`config.mk`:
```
export PLATFORM = sky130hd
export DESIGN_NAME = rom_burst_reader
export DESIGN_NICKNAME = d
export VERILOG_FILES = /design/src/rtl/rom_burst_reader_pkg.sv /design/src/rtl/rom_burst_reader_addr_gen.sv /design/src/rtl/rom_burst_reader.sv
export SDC_FILE = /design/constraint.sdc
export NUM_CORES = 1
export LEC_CHECK = 0
export ABC_AREA = 1
export CAP_MARGIN = 20
export CORE_UTILIZATION = 40
export CTS_CLUSTER_SIZE = 12
export DETAILED_ROUTE_END_ITERATION = 16
export PLACE_DENSITY_LB_ADDON = 0.12
export SYNTH_ARGS = -nofsm -noshare
export SYNTH_HDL_FRONTEND = slang
export SYNTH_SLANG_ARGS = --single-unit
```
`constraint.sdc`:
```
create_clock -name clk -period 1.32 [get_ports clk]
set_clock_uncertainty 0.05 [all_clocks]
set_input_delay 0.33 -clock clk [delete_from_list [all_inputs] [get_ports clk]]
set_output_delay 0.33 -clock clk [all_outputs]
set_load 0.01 [all_outputs]
```
`src/rtl/rom_burst_reader_pkg.sv`:
```
// Shared ROM initiator definitions: geometry, FSM state encoding and burst-length decode.
package rom_burst_reader_pkg;

  localparam int unsigned ROM_ADDR_W = 4;
  localparam int unsigned ROM_DATA_W = 8;
  localparam int unsigned ROM_DEPTH  = 16;
  localparam int unsigned LEN_W      = 5;

  typedef enum logic [1:0] {
    StIdle  = 2'd0,
    StIssue = 2'd1,
    StHold  = 2'd2,
    StFin   = 2'd3
  } state_e;

  // A zero length means a full sweep of the ROM.
  function automatic logic [LEN_W-1:0] beats_of(input logic [LEN_W-1:0] len);
    return (len == '0) ? LEN_W'(ROM_DEPTH) : len;
  endfunction

endpackage

```
`src/rtl/rom_burst_reader_addr_gen.sv`:
```
// Loadable wrap-around address counter with a beat down-counter and last-beat flag.
module rom_burst_reader_addr_gen
  import rom_burst_reader_pkg::*;
#(
  parameter int unsigned ADDR_W = ROM_ADDR_W
) (
  input  logic              clk,
  input  logic              rst,
  input  logic              load,
  input  logic [ADDR_W-1:0] base,
  input  logic [LEN_W-1:0]  len,
  input  logic              advance,
  output logic [ADDR_W-1:0] addr,
  output logic              last_beat
);

  logic [LEN_W-1:0] remaining;

  always_ff @(posedge clk) begin
    if (rst) begin
      addr      <= '0;
      remaining <= '0;
    end else if (load) begin
      addr      <= base;
      remaining <= beats_of(len);
    end else if (advance && remaining != '0) begin
      addr      <= addr + ADDR_W'(1);
      remaining <= remaining - LEN_W'(1);
    end
  end

  assign last_beat = (remaining == LEN_W'(1));

endmodule

```
`src/rtl/rom_burst_reader.sv`:
```
// Burst read initiator for the 16x8 ROM with a valid/ready byte stream.
// Optional BURST_CHECKSUM_EN adds a per-burst XOR checksum output chk.
module rom_burst_reader
  import rom_burst_reader_pkg::*;
#(
  parameter int unsigned ADDR_W   = ROM_ADDR_W,
  parameter int unsigned DATA_W   = ROM_DATA_W,
  parameter int unsigned WAIT_CYC = 1
) (
  input  logic              clk,
  input  logic              rst,
  input  logic              start,
  input  logic [ADDR_W-1:0] base_addr,
  input  logic [LEN_W-1:0]  burst_len,
  output logic              busy,
  output logic              done,
  output logic              rom_cs,
  output logic              rom_read_en,
  output logic [ADDR_W-1:0] rom_addrb,
  input  logic [DATA_W-1:0] rom_datab,
  output logic [DATA_W-1:0] dout,
  output logic              dout_valid,
  input  logic              dout_ready
`ifdef BURST_CHECKSUM_EN
  ,
  output logic [DATA_W-1:0] chk
`endif
);

  localparam int unsigned WaitW = (WAIT_CYC > 1) ? $clog2(WAIT_CYC) : 1;

  state_e           state;
  logic [WaitW-1:0] wait_cnt;
  logic             load;
  logic             advance;
  logic             last_beat;

  assign load    = (state == StIdle) && start;
  assign advance = (state == StHold) && dout_ready;

  // The address register doubles as the ROM address bus.
  rom_burst_reader_addr_gen #(
    .ADDR_W (ADDR_W)
  ) u_addr_gen (
    .clk       (clk),
    .rst       (rst),
    .load      (load),
    .base      (base_addr),
    .len       (burst_len),
    .advance   (advance),
    .addr      (rom_addrb),
    .last_beat (last_beat)
  );

  always_ff @(posedge clk) begin
    if (rst) begin
      state       <= StIdle;
      wait_cnt    <= '0;
      busy        <= 1'b0;
      done        <= 1'b0;
      rom_cs      <= 1'b0;
      rom_read_en <= 1'b0;
      dout        <= '0;
      dout_valid  <= 1'b0;
    end else begin
      done <= 1'b0;
      unique case (state)
        StIdle: begin
          if (start) begin
            state       <= StIssue;
            busy        <= 1'b1;
            rom_cs      <= 1'b1;
            rom_read_en <= 1'b1;
            wait_cnt    <= '0;
          end
        end
        StIssue: begin
          // rom_datab is only trusted on the final cycle of the access window.
          if (wait_cnt == WaitW'(WAIT_CYC - 1)) begin
            state       <= StHold;
            dout        <= rom_datab;
            dout_valid  <= 1'b1;
            rom_cs      <= 1'b0;
            rom_read_en <= 1'b0;
          end else begin
            wait_cnt <= wait_cnt + WaitW'(1);
          end
        end
        StHold: begin
          if (dout_ready) begin
            dout_valid <= 1'b0;
            if (last_beat) begin
              state <= StFin;
              done  <= 1'b1;
              busy  <= 1'b0;
            end else begin
              state       <= StIssue;
              rom_cs      <= 1'b1;
              rom_read_en <= 1'b1;
              wait_cnt    <= '0;
            end
          end
        end
        StFin: begin
          state <= StIdle;
        end
        default: state <= StIdle;
      endcase
    end
  end

`ifdef BURST_CHECKSUM_EN
  always_ff @(posedge clk) begin
    if (rst) begin
      chk <= '0;
    end else if (load) begin
      chk <= '0;
    end else if (advance) begin
      chk <= chk ^ dout;
    end
  end
`endif

endmodule

```
==> impl_metrics.toml <==
[final_layout]
finalNetCount = 245
finalInstanceArea_um2 = 1730
num_antenna_cells = 0
fin_cells = 250
drive_gt1_frac = 0.329
area_growth_pct = 51.4
final_util = 0.633

[cts]
clk_pin_slew_ns = 0.13
cts_tree = "yes"
cts_buffers = 3
clockRootBuffer = "clkbuf_4"
clk_latency_ns = 0.30
cts_sinks = 23
ctsHoldBuffers = 0
htree_levels = 1
cts.path.max_buffers = 2

[logic_synthesis]
synth_edf_count = 0
syn_avg_cell_area_um2 = 7.06
yosysSeqAreaShare = 0.403
ys_ff_latch = 23
synthCells = 162
synthFlopType = "dfxtp_1"
synth_area_leader_cell = "dfxtp_1"
synth_common_cells = "36 x nor2_1, 26 x nand2_1, 23 x dfxtp_1"
synth_warnings = 0
ys_types = 23
syn-cell-area_um2 = 1140
async_flop_share = 0
yosys-top-cells-area = "dfxtp_1 40%, nor2_1 12%, nand2_1 8.5%, o21ai_0 7.9%, inv_1 4.6%"
syn-num-nets = 187
netlist.area_leader.share = 0.403
synth_most_common_cell = "nor2_1"

[route]
finalWirelength_um = 2660
drt-pass1-iter-count = 4
wl_per_cell_um = 10.6
drtAntennaViolNets = 0
viasPerCell = 4.78
drc = 0
dr_total_vias = 1195
first_iter_violations = 52

[power]
internal-power_mw = 1.20
power.share.clock = 0.181
p_sw_frac = 0.329
power_switching_uw = 590
vdd_drop_max_v = 0.000674
p_total_mw = 1.79
combinationalPowerShare = 0.359
p_leak_nw = 0.778
power_density_nw_per_um2 = 1040
p_seq_frac = 0.460

[die]
die_h_um = 55.5
num_rows = 19
num_io_pins = 38
die_x_um = 55.5
core_um2 = 2730
start_util = 0.418
die-area_um2 = 3080

[min_path]
holdPathStages = 2
hold_path_end = "rom_read_en"
hp-start = "rom_read_en"
min_path_type = "reg2reg"

[critical_path]
path_max_fanout = 3
required_ns = 1.52
worstSetupPathType = "reg2reg"
reg2regPathDepth = 9
end_kind = "flop"
r2r-start = "u_addr_gen.remaining[0]"
worstReg2RegEnd = "u_addr_gen.remaining[4]"
critical_path_arrival_ns = 1.55
crit_chain = "inv_2 -> buf_4 -> ha_2 -> buf_4 -> nand2_1 -> nand2_1 -> nand3_1 -> nand3_1 -> a21oi_2"
slowest_stage = "dfxtp_2"
worstSetupStartpointType = "flop"
regToRegSetupSlack_ns = -0.02
slowest_delay_ns = 0.36

[placed_design]
gp_congestion = 0.756
dpl.cell_count = 240
placed_area_um2 = 1630
io_buffers = 37
post-dp-hpwl_um = 1960

[grt]
grt_pass1_vias = 1176
grt_pass1_wl_um = 4800
grt_overflow_total = 0
grt_max_degree = 14
grt_usage = 0.190
antenna_found_initial = 0

[timing]
rsz0062_at_grt = "true"
tightest_slew_ns = 0.236
final_hold_viol_count = 0
slew_headroom = 0.842
finalSetupTns_ns = -0.0311
slew_viol_final = 0
fin_crit_ns = 1.34
max_freq_mhz = 744
worst_slack_ns = -0.0236
fin_crit_sh = 1.02
finalSetupViolCount = 3

[run]
max-cap-violations = 0

[status]
status = "finished, violations left"
failed_checks = "setup timing"
[flip-flops by register name (all words and copies together), names as in the netlist]
register / count
u_addr_gen.remaining: 5
busy: 1
state: 2
dout_valid: 1
dout: 8
done: 1
u_addr_gen.addr: 4
rom_read_en: 1
[worst max-delay path, delay by kind of cell, from the launching register on]
| kind | cells | cell delay (ns) |
|---|---|---|
| AO/OA/AOI/OAI | 1 | 0.13 |
| buffers and inverters | 3 | 0.30 |
| adder cells (fa/ha/maj) | 1 | 0.19 |
| AND/OR/NAND/NOR | 4 | 0.24 |
| flip-flops | 1 | 0.36 |
[power groups by stage]
| stage | registers (mW) | logic [mW] | clock network (mW) |
|---|---|---|---|
| 6_report | 0.825 | 0.645 | 0.325 |
| 5_1_grt | 0.836 | 0.719 | 0.374 |
| 4_1_cts | 0.813 | 0.584 | 0.337 |
| 3_5_place_dp | 0.828 | 0.600 | 0 |
| 3_3_place_gp | 0.824 | 0.593 | 0 |
| 2_1_floorplan | 0.853 | 0.298 | 0 |
[worst max path at each step]
stage | start | endpoint | slack (ns) | cells past startpoint
global placement | dout_ready | u_addr_gen.addr[2] | -0.27 | 8
finish | u_addr_gen.remaining[0] | u_addr_gen.remaining[4] | -0.02 | 9
global route | u_addr_gen.remaining[0] | u_addr_gen.addr[3] | -0.09 | 10
floorplan | u_addr_gen.remaining[0] | u_addr_gen.addr[0] | 0.07 | 10
CTS | u_addr_gen.remaining[0] | u_addr_gen.addr[0] | -0.006 | 10
detailed placement | start | u_addr_gen.addr[2] | -0.30 | 7
[metrics by stage]
step | setup slack [ns] | hold WS [ns]
CTS | -0.00604 | 0.411
floorplan | 0.0661 | 0.414
detailed placement | -0.299 | 0.405
global route | -0.0863 | 0.435
global placement | -0.267 | 0.399
finish | -0.0236 | 0.414
[cells by family (layout without fill, tap and decap cells)]
kind of cell             count (synthesis)  count (layout)  synth area share
AO/OA/AOI/OAI                           27              27             0.129
flip-flops                              23              23             0.403
XOR/XNOR                                 1               1           0.00766
AND/OR/NAND/NOR                         85              86             0.323
adder cells (fa/ha/maj)                  4               4            0.0438
buffers and inverters                   22              78            0.0941
[timing repair]
item | 4_1_cts | 5_1_grt
endpoints found under the hold margin | 0 | 0
endpoints found under the setup margin | 25 | 26
pin swaps | 1 | 12
gates cloned | 2 | 0
setup buffers | 0 | 4
resized for setup | 24 | 54
[metal layers]
| metal | track usage | wire length (um) | up-vias |
|---|---|---|---|
| met1 | 0.225 | 1220 | 524 |
| li1 | - | - | 637 |
| met4 | 0.0679 | 38 | 0 |
| met5 | 0 | 0 | - |
| met3 | 0.0328 | 108 | 4 |
| met2 | 0.341 | 1290 | 30 |
[layout make-up]
| type | count | area (um^2) |
|---|---|---|
| clock buffers | 3 | 22.5 |
| clock inverters | 1 | 5.00 |
| fillers | 270 | 1000 |
| inverters | 17 | 68.8 |
| multi-input cells | 118 | 646 |
| flip-flops and latches | 23 | 474 |
| well taps | 31 | 38.8 |
| repair buffers | 56 | 473 |
| repair inverters | 1 | 3.75 |
[cells in the final DEF (no fill, tap or decap), drive strengths merged]
| cell type | count |
|---|---|
| ha | 4 |
| inv | 18 |
| nand4 | 4 |
| xnor2 | 1 |
| nand3 | 10 |
| nor2 | 40 |
| buf | 19 |
| a21oi | 7 |
| clkdlybuf4s50 | 20 |
| dfxtp | 23 |
| nand2 | 30 |
| clkdlybuf4s15 | 9 |
| a31oi | 1 |
| o21ai | 19 |
| clkinv | 1 |
| or2 | 2 |
| clkbuf | 11 |
No activity file was read; power rests on OpenSTA's default activity.
